--- src/rtl/vrms_bcd_convert.sv ---
// Display-formatting stage: converts the 22-bit Vrms magnitude to 7 packed BCD digits
// using a sequential double-dabble engine, with a hold-off between display updates.
module vrms_bcd_convert #(
   parameter logic [23:0] HOLD_CYCLES = 24'd2_500_000,
   parameter logic [2:0]  DP_HI       = 3'd3,
   parameter logic [2:0]  DP_LO       = 3'd4
) (
   input  logic        clk_sys,
   input  logic        rst,
   input  logic [23:0] data_in,
   output logic [27:0] bcd_out,
   output logic [2:0]  dp_pos,
   output logic [1:0]  range_out,
   output logic        bcd_valid,
   output logic        busy
);

   typedef enum logic [1:0] {IDLE, SHIFT, DONE} state_t;

   state_t      state_q, state_d;
   logic [23:0] lastVal_q, lastVal_d;
   logic [49:0] shreg_q, shreg_d;
   logic [4:0]  iter_q, iter_d;
   logic [23:0] holdCnt_q, holdCnt_d;
   logic [27:0] bcd_q, bcd_d;
   logic [2:0]  dp_q, dp_d;
   logic [1:0]  range_q, range_d;
   logic        valid_q, valid_d;
   logic        busy_q, busy_d;
   logic [27:0] bcdAdj;

   // Add-3 correction on every BCD nibble of 5 or more, applied before each shift.
   always_comb begin
      bcdAdj = shreg_q[49:22];
      for (int i = 0; i < 7; i++) begin
         if (shreg_q[22 + 4*i +: 4] >= 4'd5) begin
            bcdAdj[4*i +: 4] = shreg_q[22 + 4*i +: 4] + 4'd3;
         end
      end
   end

   always_comb begin
      state_d   = state_q;
      lastVal_d = lastVal_q;
      shreg_d   = shreg_q;
      iter_d    = iter_q;
      holdCnt_d = holdCnt_q;
      bcd_d     = bcd_q;
      dp_d      = dp_q;
      range_d   = range_q;
      valid_d   = 1'b0;
      busy_d    = busy_q;
      case (state_q)
         IDLE: begin
            if (holdCnt_q != 24'd0) begin
               holdCnt_d = holdCnt_q - 24'd1;
            end else if (data_in != lastVal_q) begin
               lastVal_d = data_in;
               shreg_d   = {28'd0, data_in[21:0]};
               iter_d    = 5'd0;
               busy_d    = 1'b1;
               state_d   = SHIFT;
            end
         end
         SHIFT: begin
            shreg_d = {bcdAdj[26:0], shreg_q[21:0], 1'b0};
            iter_d  = iter_q + 5'd1;
            if (iter_q == 5'd21) begin
               state_d = DONE;
            end
         end
         DONE: begin
            bcd_d     = shreg_q[49:22];
            range_d   = lastVal_q[23:22];
            dp_d      = lastVal_q[23] ? DP_LO : DP_HI;
            valid_d   = 1'b1;
            busy_d    = 1'b0;
            holdCnt_d = HOLD_CYCLES;
            state_d   = IDLE;
         end
         default: state_d = IDLE;
      endcase
   end

   always_ff @(posedge clk_sys or posedge rst) begin
      if (rst) begin
         state_q   <= IDLE;
         lastVal_q <= 24'd0;
         shreg_q   <= 50'd0;
         iter_q    <= 5'd0;
         holdCnt_q <= 24'd0;
         bcd_q     <= 28'd0;
         dp_q      <= 3'd0;
         range_q   <= 2'd0;
         valid_q   <= 1'b0;
         busy_q    <= 1'b0;
      end else begin
         state_q   <= state_d;
         lastVal_q <= lastVal_d;
         shreg_q   <= shreg_d;
         iter_q    <= iter_d;
         holdCnt_q <= holdCnt_d;
         bcd_q     <= bcd_d;
         dp_q      <= dp_d;
         range_q   <= range_d;
         valid_q   <= valid_d;
         busy_q    <= busy_d;
      end
   end

   assign bcd_out   = bcd_q;
   assign dp_pos    = dp_q;
   assign range_out = range_q;
   assign bcd_valid = valid_q;
   assign busy      = busy_q;

endmodule

--- config.mk ---
export PLATFORM = sky130hd
export DESIGN_NAME = vrms_bcd_convert
export DESIGN_NICKNAME = d
export VERILOG_FILES = /design/src/rtl/vrms_bcd_convert.sv
export SDC_FILE = /design/constraint.sdc
export NUM_CORES = 1
export LEC_CHECK = 0
export CAP_MARGIN = 40
export CORE_AREA = 5 5 113 115
export CTS_BUF_LIST = sky130_fd_sc_hd__clkbuf_2
export DETAILED_ROUTE_END_ITERATION = 8
export DIE_AREA = 0 0 118 120
export GPL_ROUTABILITY_DRIVEN = 0
export PLACE_DENSITY = 0.79
export SLEW_MARGIN = 20
export SYNTH_ARGS = -nofsm -noshare
export SYNTH_HDL_FRONTEND = slang
export SYNTH_SLANG_ARGS = --single-unit
--- constraint.sdc ---
create_clock -name clk_sys -period 6.4 [get_ports clk_sys]
set_clock_uncertainty 0.1 [all_clocks]
set_input_delay 1.92 -clock clk_sys [delete_from_list [all_inputs] [get_ports clk_sys]]
set_output_delay 1.92 -clock clk_sys [all_outputs]
set_load 0.01 [all_outputs]
==> results.sh, run 1 <==
export IMPL_setup_tns_ns=0
export IMPL_diodes=0
export IMPL_root_buffer="clkbuf_2"
export IMPL_final_hold_viol_count=0
export IMPL_drive_gt1_frac=0.131
export IMPL_row_count=40
export IMPL_path_clk_slew_ns=0.21
export IMPL_grt_max_degree=75
export IMPL_synth_edf_count=0
export IMPL_min_path_type="reg2reg"
export IMPL_first_pass_iters=5
export IMPL_crit_type="reg2out"
export IMPL_cts_hold_buffers_added=0
export IMPL_cts_sinks=138
export IMPL_hold_worst_slack_ns=0.395
export IMPL_period_needed_ns=3.75
export IMPL_io_pins=61
export IMPL_worst_path_stages=1
export IMPL_netlist_instances=643
export IMPL_grt_overflow=0
export IMPL_final_cell_area_sq_um=7820
export IMPL_grt_pass1_vias=5006
export IMPL_fmax_mhz=266
export IMPL_path_cells="clkdlybuf4s50_1"
export IMPL_maxSlewViolCount=0
export IMPL_critical_path_endpoint_type="output pin"
export IMPL_antenna_found_initial=0
export IMPL_h_tree_depth=4
export IMPL_post_cts_resized=0
export IMPL_p_leak_nw=3.70
export IMPL_period_share=0.586
export IMPL_synth_seq_cells=138
export IMPL_yosysSeqAreaShare=0.510
export IMPL_p_per_area_nw_per_um2=207
export IMPL_placed_area_sq_um=7450
export IMPL_area_growth_pct=15.5
export IMPL_top_layer_used="met4"
export IMPL_wl_met3_microns=586
export IMPL_avgViaCountPerCell=5.86
export IMPL_whs_path_depth=1
export IMPL_num_vias=5035
export IMPL_numCtsBuffers=17
export IMPL_drtIter0Drc=384
export IMPL_drv_cap=0
export IMPL_crit_fanout=3
export IMPL_post_cts_buffers=0
export IMPL_die_h_microns=120
export IMPL_power_mw=1.62
export IMPL_critPathArrivalTime_ns=1.73
export IMPL_cp_buffers_inverters=1
export IMPL_critPathSlowestCell="clkdlybuf4s50_1"
export IMPL_cpPeakStageDelay_ns=0.58
export IMPL_portBuffers=60
export IMPL_grt_total_usage=0.211
export IMPL_rr_worst_depth=5
export IMPL_dpl_hpwl_microns=9510
export IMPL_drt_total_wl_microns=14600
export IMPL_syn_area_sq_um=6770
export IMPL_coreArea_sq_um=11700
export IMPL_synth_avg_cell_area_sq_um=10.5
export IMPL_wl_met1_microns=6200
export IMPL_peakVddDrop_mv=0.112
export IMPL_initial_core_util=0.578
export IMPL_dieArea_sq_um=14200
export IMPL_cts_buffer_depth=2
export IMPL_setup_violations=0
export IMPL_ant_nets=0
export IMPL_synth_cell_types=49
export IMPL_nNetsFinal=743
export IMPL_syn_nets=687
export IMPL_rsz0062_at_grt="false"
export IMPL_synth_warning_count=0
export IMPL_wl_met2_microns=7420
export IMPL_crit_required_ns=4.38
export IMPL_start_kind="flip-flop"
export IMPL_synth_ff_type="dfrtp_1"
export IMPL_clk_latency_ns=0.71
export IMPL_status="finished, final reports clean"
export IMPL_slew_headroom=0.482
export IMPL_wl_per_cell_microns=17.0
export IMPL_worstMarginPinSlew_ns=0.774
export IMPL_drc=0
export IMPL_die_w_microns=118
export IMPL_crit_family="buffers and inverters"
export IMPL_tritoncts="yes"
export IMPL_grt_pass1_wl_microns=24400
export IMPL_ys_async_sr_fraction=1.00
synth_stat cells (6+ instances only):
master	instances	area, sq um
nor4_1	19	119
nand2b_1	8	50.1
a31oi_1	6	37.5
mux2i_1	6	60.1
inv_1	29	109
nor3_1	7	35.0
o211ai_1	6	45.0
clkbuf_1	16	60.1
xor2_1	28	245
mux2_2	22	248
mux2_4	26	390
dfrtp_1	138	3450
ha_1	18	225
a22o_1	8	70.1
o22ai_1	11	68.8
nor2_1	9	33.8
a21oi_1	13	65.1
o21ai_0	52	260
or3_1	9	56.3
xnor2_1	10	87.6
nand3_1	12	60.1
nand2_1	139	522
state kept, by name, summed over array words and instances, names as in the netlist:
signal     count
bcd_out       28
bcd_valid      1
busy           1
dp_pos         2
holdCnt_q     24
iter_q         5
lastVal_q     24
range_out      1
shreg_q       50
state_q        2
worst register-to-register path, cell delays in order, from the launching register on:
cell and delay [ns]:
dfrtp_1 0.49, or4_1 0.67, or3_1 0.58, nor2_8 0.22
o221a_4 0.66, mux2_2 0.43
where the power goes:
part | total, mW | leakage (nW) | switching [mW] | internal, mW
clock | 0.695 | 0.185 | 0.324 | 0.371
combinational | 0.0548 | 1.79 | 0.0326 | 0.0222
sequential | 0.873 | 1.73 | 0 | 0.873
worst paths after layout:
check	slack [ns]	end	start
worst max-delay path	2.65	dp_pos[2]	dp_pos[2]$_DFFE_PP0P_
worst min-delay path	0.40	holdCnt_q[11]$_DFFE_PP0P_	holdCnt_q[11]$_DFFE_PP0P_
worst max register to register	3.15	shreg_q[20]$_DFFE_PP0P_	holdCnt_q[4]$_DFFE_PP0P_
worst min register to register	0.40	holdCnt_q[11]$_DFFE_PP0P_	holdCnt_q[11]$_DFFE_PP0P_
max in group asynchronous	3.67	shreg_q[45]$_DFFE_PP0P_	rst
min in group asynchronous	1.42	holdCnt_q[22]$_DFFE_PP0P_	rst
cell families after synthesis:
logic type,count (synthesis),share of synthesized area
AOI/OAI and AO/OA,117,0.111
muxes,54,0.103
DFF,138,0.510
adders and majority gates,18,0.0333
and+or+nand+nor,219,0.148
buffers and inverters,59,0.0458
xor gates and xnor gates,38,0.0492
placed cells by master (no fill, tap or decap), drive strengths merged, types with 4 or more instances in the layout:
cell type and n:
nor4 19, xnor2 10, nand2b 8, buf 7, or3 9, xor2 28
a21oi 13, a31oi 6, nor2 10, bufinv 7, o211ai 7, nand3 12
or4 4, inv 29, ha 18, clkdlybuf4s50 60, dfrtp 138, o22ai 11
clkbuf 18, nor3 7, nand2 139, a22o 8, o21ai 52, mux2i 6
mux2 48, clkinv 4
routing by layer:
layer | up-vias | track usage
li1 | 2349 | -
met1 | 2516 | 0.270
met2 | 135 | 0.349
met3 | 35 | 0.0429
met4 | 0 | 0.0889
met5 | - | 0
through the flow:
step | instances | utilization | setup WS, ns
after floorplan | 643 | - | 0.684
after global placement | 824 | 0.632 | 1.74
after detailed placement | 826 | 0.637 | 1.98
after CTS | 858 | 0.666 | 2.61
after global routing | 859 | 0.668 | 2.58
final | 859 | 0.668 | 2.65
area by class of cell:
type	instances	area, sq um
clock buffers	18	90.1
fillers	881	3890
multi-input cells	446	3020
well taps	147	184
flip-flops and latches	138	3450
inverters	29	114
clock inverters	14	250
repair buffers	67	713
Power figures use the tool's default switching activity.
==> run 2, diff against run 1 <==
CORE_AREA = 5 5 118 120   (was 5 5 113 115)
DIE_AREA = 0 0 123 125   (was 0 0 118 120)
PLACE_DENSITY = 0.76   (was 0.79)
clock period = 3.16 ns   (was 6.4 ns; I/O delays follow)
==> run 2 against run 1 <==
Effect of this change: clock power rose by 94%; core utilization shrank 4.2 points; sequential power grew 100%; first-iteration DRC count fell by 14%; non-clock buffer count is 29 higher; sequential share of layout area down 1.3 points; critical endpoint is now shreg_q[47]$_DFFE_PP0P_.
==> results.sh, run 2 (synthesized netlist as in run 1, its figures left out) <==
export IMPL_status="finished, final reports clean"
export IMPL_initial_core_util=0.526
export IMPL_r2r_end="shreg_q[47]$_DFFE_PP0P_"
export IMPL_path_cells="or4_1 > or3_1 > nor2_8 > o221a_4 > buf_4 > o22ai_1"
export IMPL_area_growth_pct=18.9
export IMPL_p_per_area_nw_per_um2=404
export IMPL_postLayoutCoreUtil=0.625
export IMPL_cts_hold_buffers_added=0
export IMPL_path_clk_slew_ns=0.21
export IMPL_critical_path_endpoint_type="flip-flop"
export IMPL_wl_met2_microns=7590
export IMPL_wl_met1_microns=6350
export IMPL_row_count=42
export IMPL_placed_area_sq_um=7720
export IMPL_worstMarginPinSlew_ns=0.726
export IMPL_clk_latency_ns=0.73
export IMPL_dpl_hpwl_microns=10400
export IMPL_post_place_ws_ns=-0.181
export IMPL_coreArea_sq_um=12900
export IMPL_min_delay_start="holdCnt_q[22]$_DFFE_PP0P_"
export IMPL_r2r_start="holdCnt_q[4]$_DFFE_PP0P_"
export IMPL_avgViaCountPerCell=5.50
export IMPL_dieArea_sq_um=15400
export IMPL_top_layer_used="met4"
export IMPL_crit_family="simple AND/OR/NAND/NOR gates"
export IMPL_crit_type="reg2reg"
export IMPL_area_sequential_sq_um=3450
export IMPL_cp_buffers_inverters=1
export IMPL_root_buffer="clkbuf_2"
export IMPL_p_leak_nw=3.83
export IMPL_wl_per_cell_microns=16.2
export IMPL_grt_overflow=0
export IMPL_period_share=0.918
export IMPL_crit_path_start="holdCnt_q[4]$_DFFE_PP0P_"
export IMPL_die_w_microns=123
export IMPL_largest_reg_flops=50
export IMPL_diodes=0
export IMPL_setup_ws_ns=0.259
export IMPL_cts_sinks=138
export IMPL_portBuffers=60
export IMPL_fillers=990
export IMPL_post_cts_buffers=0
export IMPL_peakVddDrop_mv=0.258
export IMPL_antenna_found_initial=0
export IMPL_whs_path_depth=1
export IMPL_crit_fanout=25
export IMPL_post_cts_resized=0
export IMPL_first_pass_iters=5
export IMPL_worst_path_stages=6
export IMPL_grt_pass1_wl_microns=25000
export IMPL_min_path_type="reg2reg"
export IMPL_setup_violations=0
export IMPL_tritoncts="yes"
export IMPL_cpPeakStageDelay_ns=0.59
export IMPL_slew_headroom=0.514
export IMPL_multi_input_area_sq_um=3010
export IMPL_grt_pass1_vias=5265
export IMPL_critPathSlowestCell="or4_1"
export IMPL_h_tree_depth=4
export IMPL_cts_buffer_depth=2
export IMPL_numCtsBuffers=17
export IMPL_wl_met3_microns=477
export IMPL_grt_total_usage=0.203
export IMPL_rrSetupSlack_ns=0.26
export IMPL_start_kind="flip-flop"
export IMPL_nNetsFinal=772
export IMPL_final_cell_mix="138 x nand2_1, 138 x dfrtp_1, 60 x clkdlybuf4s50_1"
export IMPL_num_vias=5043
export IMPL_grt_max_degree=70
export IMPL_crit_required_ns=3.63
export IMPL_critPathArrivalTime_ns=3.37
export IMPL_min_to="holdCnt_q[22]$_DFFE_PP0P_"
export IMPL_rr_worst_depth=6
export IMPL_largest_register="shreg_q"
export IMPL_fmax_mhz=345
export IMPL_drc=0
export IMPL_drtIter0Drc=330
export IMPL_die_h_microns=125
export IMPL_period_needed_ns=2.90
export IMPL_io_pins=61
export IMPL_ant_nets=0
export IMPL_rsz0062_at_grt="false"
export IMPL_maxSlewViolCount=0
export IMPL_drive_gt1_frac=0.167
export IMPL_final_cell_area_sq_um=8050
export IMPL_setup_tns_ns=0
export IMPL_drt_total_wl_microns=14800
export IMPL_final_hold_viol_count=0
export IMPL_drv_cap=0
==> run 2: cell types whose count changed in the layout (fill, tap and decap cells not counted), moves of 2 or more <==
cell      delta
buf_12       +4
clkinv_1     -2
clkinv_4     +3
buf_4       +28
buf_16       -3
==> run 2: area by class of cell <==
cell class | instances | area share
Sequential cell | 138 | 0.429
Multi-Input combinational cell | 446 | 0.374
Timing Repair Buffer | 96 | 0.114
Clock inverter | 15 | 0.0308
Tap cell | 176 | 0.0273
Inverter | 29 | 0.0140
Clock buffer | 17 | 0.0106
==> run 2: per-layer routing <==
metal  vias up  GRT usage
met5         -          0
li1       2406          -
met1      2507      0.255
met2       101      0.338
met4         0     0.0749
met3        29     0.0492
==> run 2: worst max path at each step <==
stage / end / slack [ns]
finish: shreg_q[47]$_DFFE_PP0P_ / 0.26
global route: holdCnt_q[17]$_DFFE_PP0P_ / 0.10
CTS: shreg_q[47]$_DFFE_PP0P_ / 0.28
detailed placement: shreg_q[39]$_DFFE_PP0P_ / -0.18
global placement: lastVal_q[2]$_DFFE_PP0P_ / -0.18
floorplan: bcd_out[0]$_DFFE_PP0P_ / 0.39
==> run 2: report_power, final <==
group	internal, mW	switching (mW)	leakage [nW]	total [mW]
logic	0.0616	0.0728	1.92	0.134
clock network	0.680	0.670	0.181	1.35
registers	1.77	0	1.73	1.77
==> run 2: through the flow <==
step / hold slack [ns] / std cells / power, mW
after floorplan: 0.340 / 643 / 1.85
after CTS: 0.393 / 917 / 3.28
after global routing: 0.406 / 917 / 3.37
after detailed placement: 0.368 / 885 / 1.94
after global placement: 0.359 / 885 / 1.93
final: 0.390 / 917 / 3.25
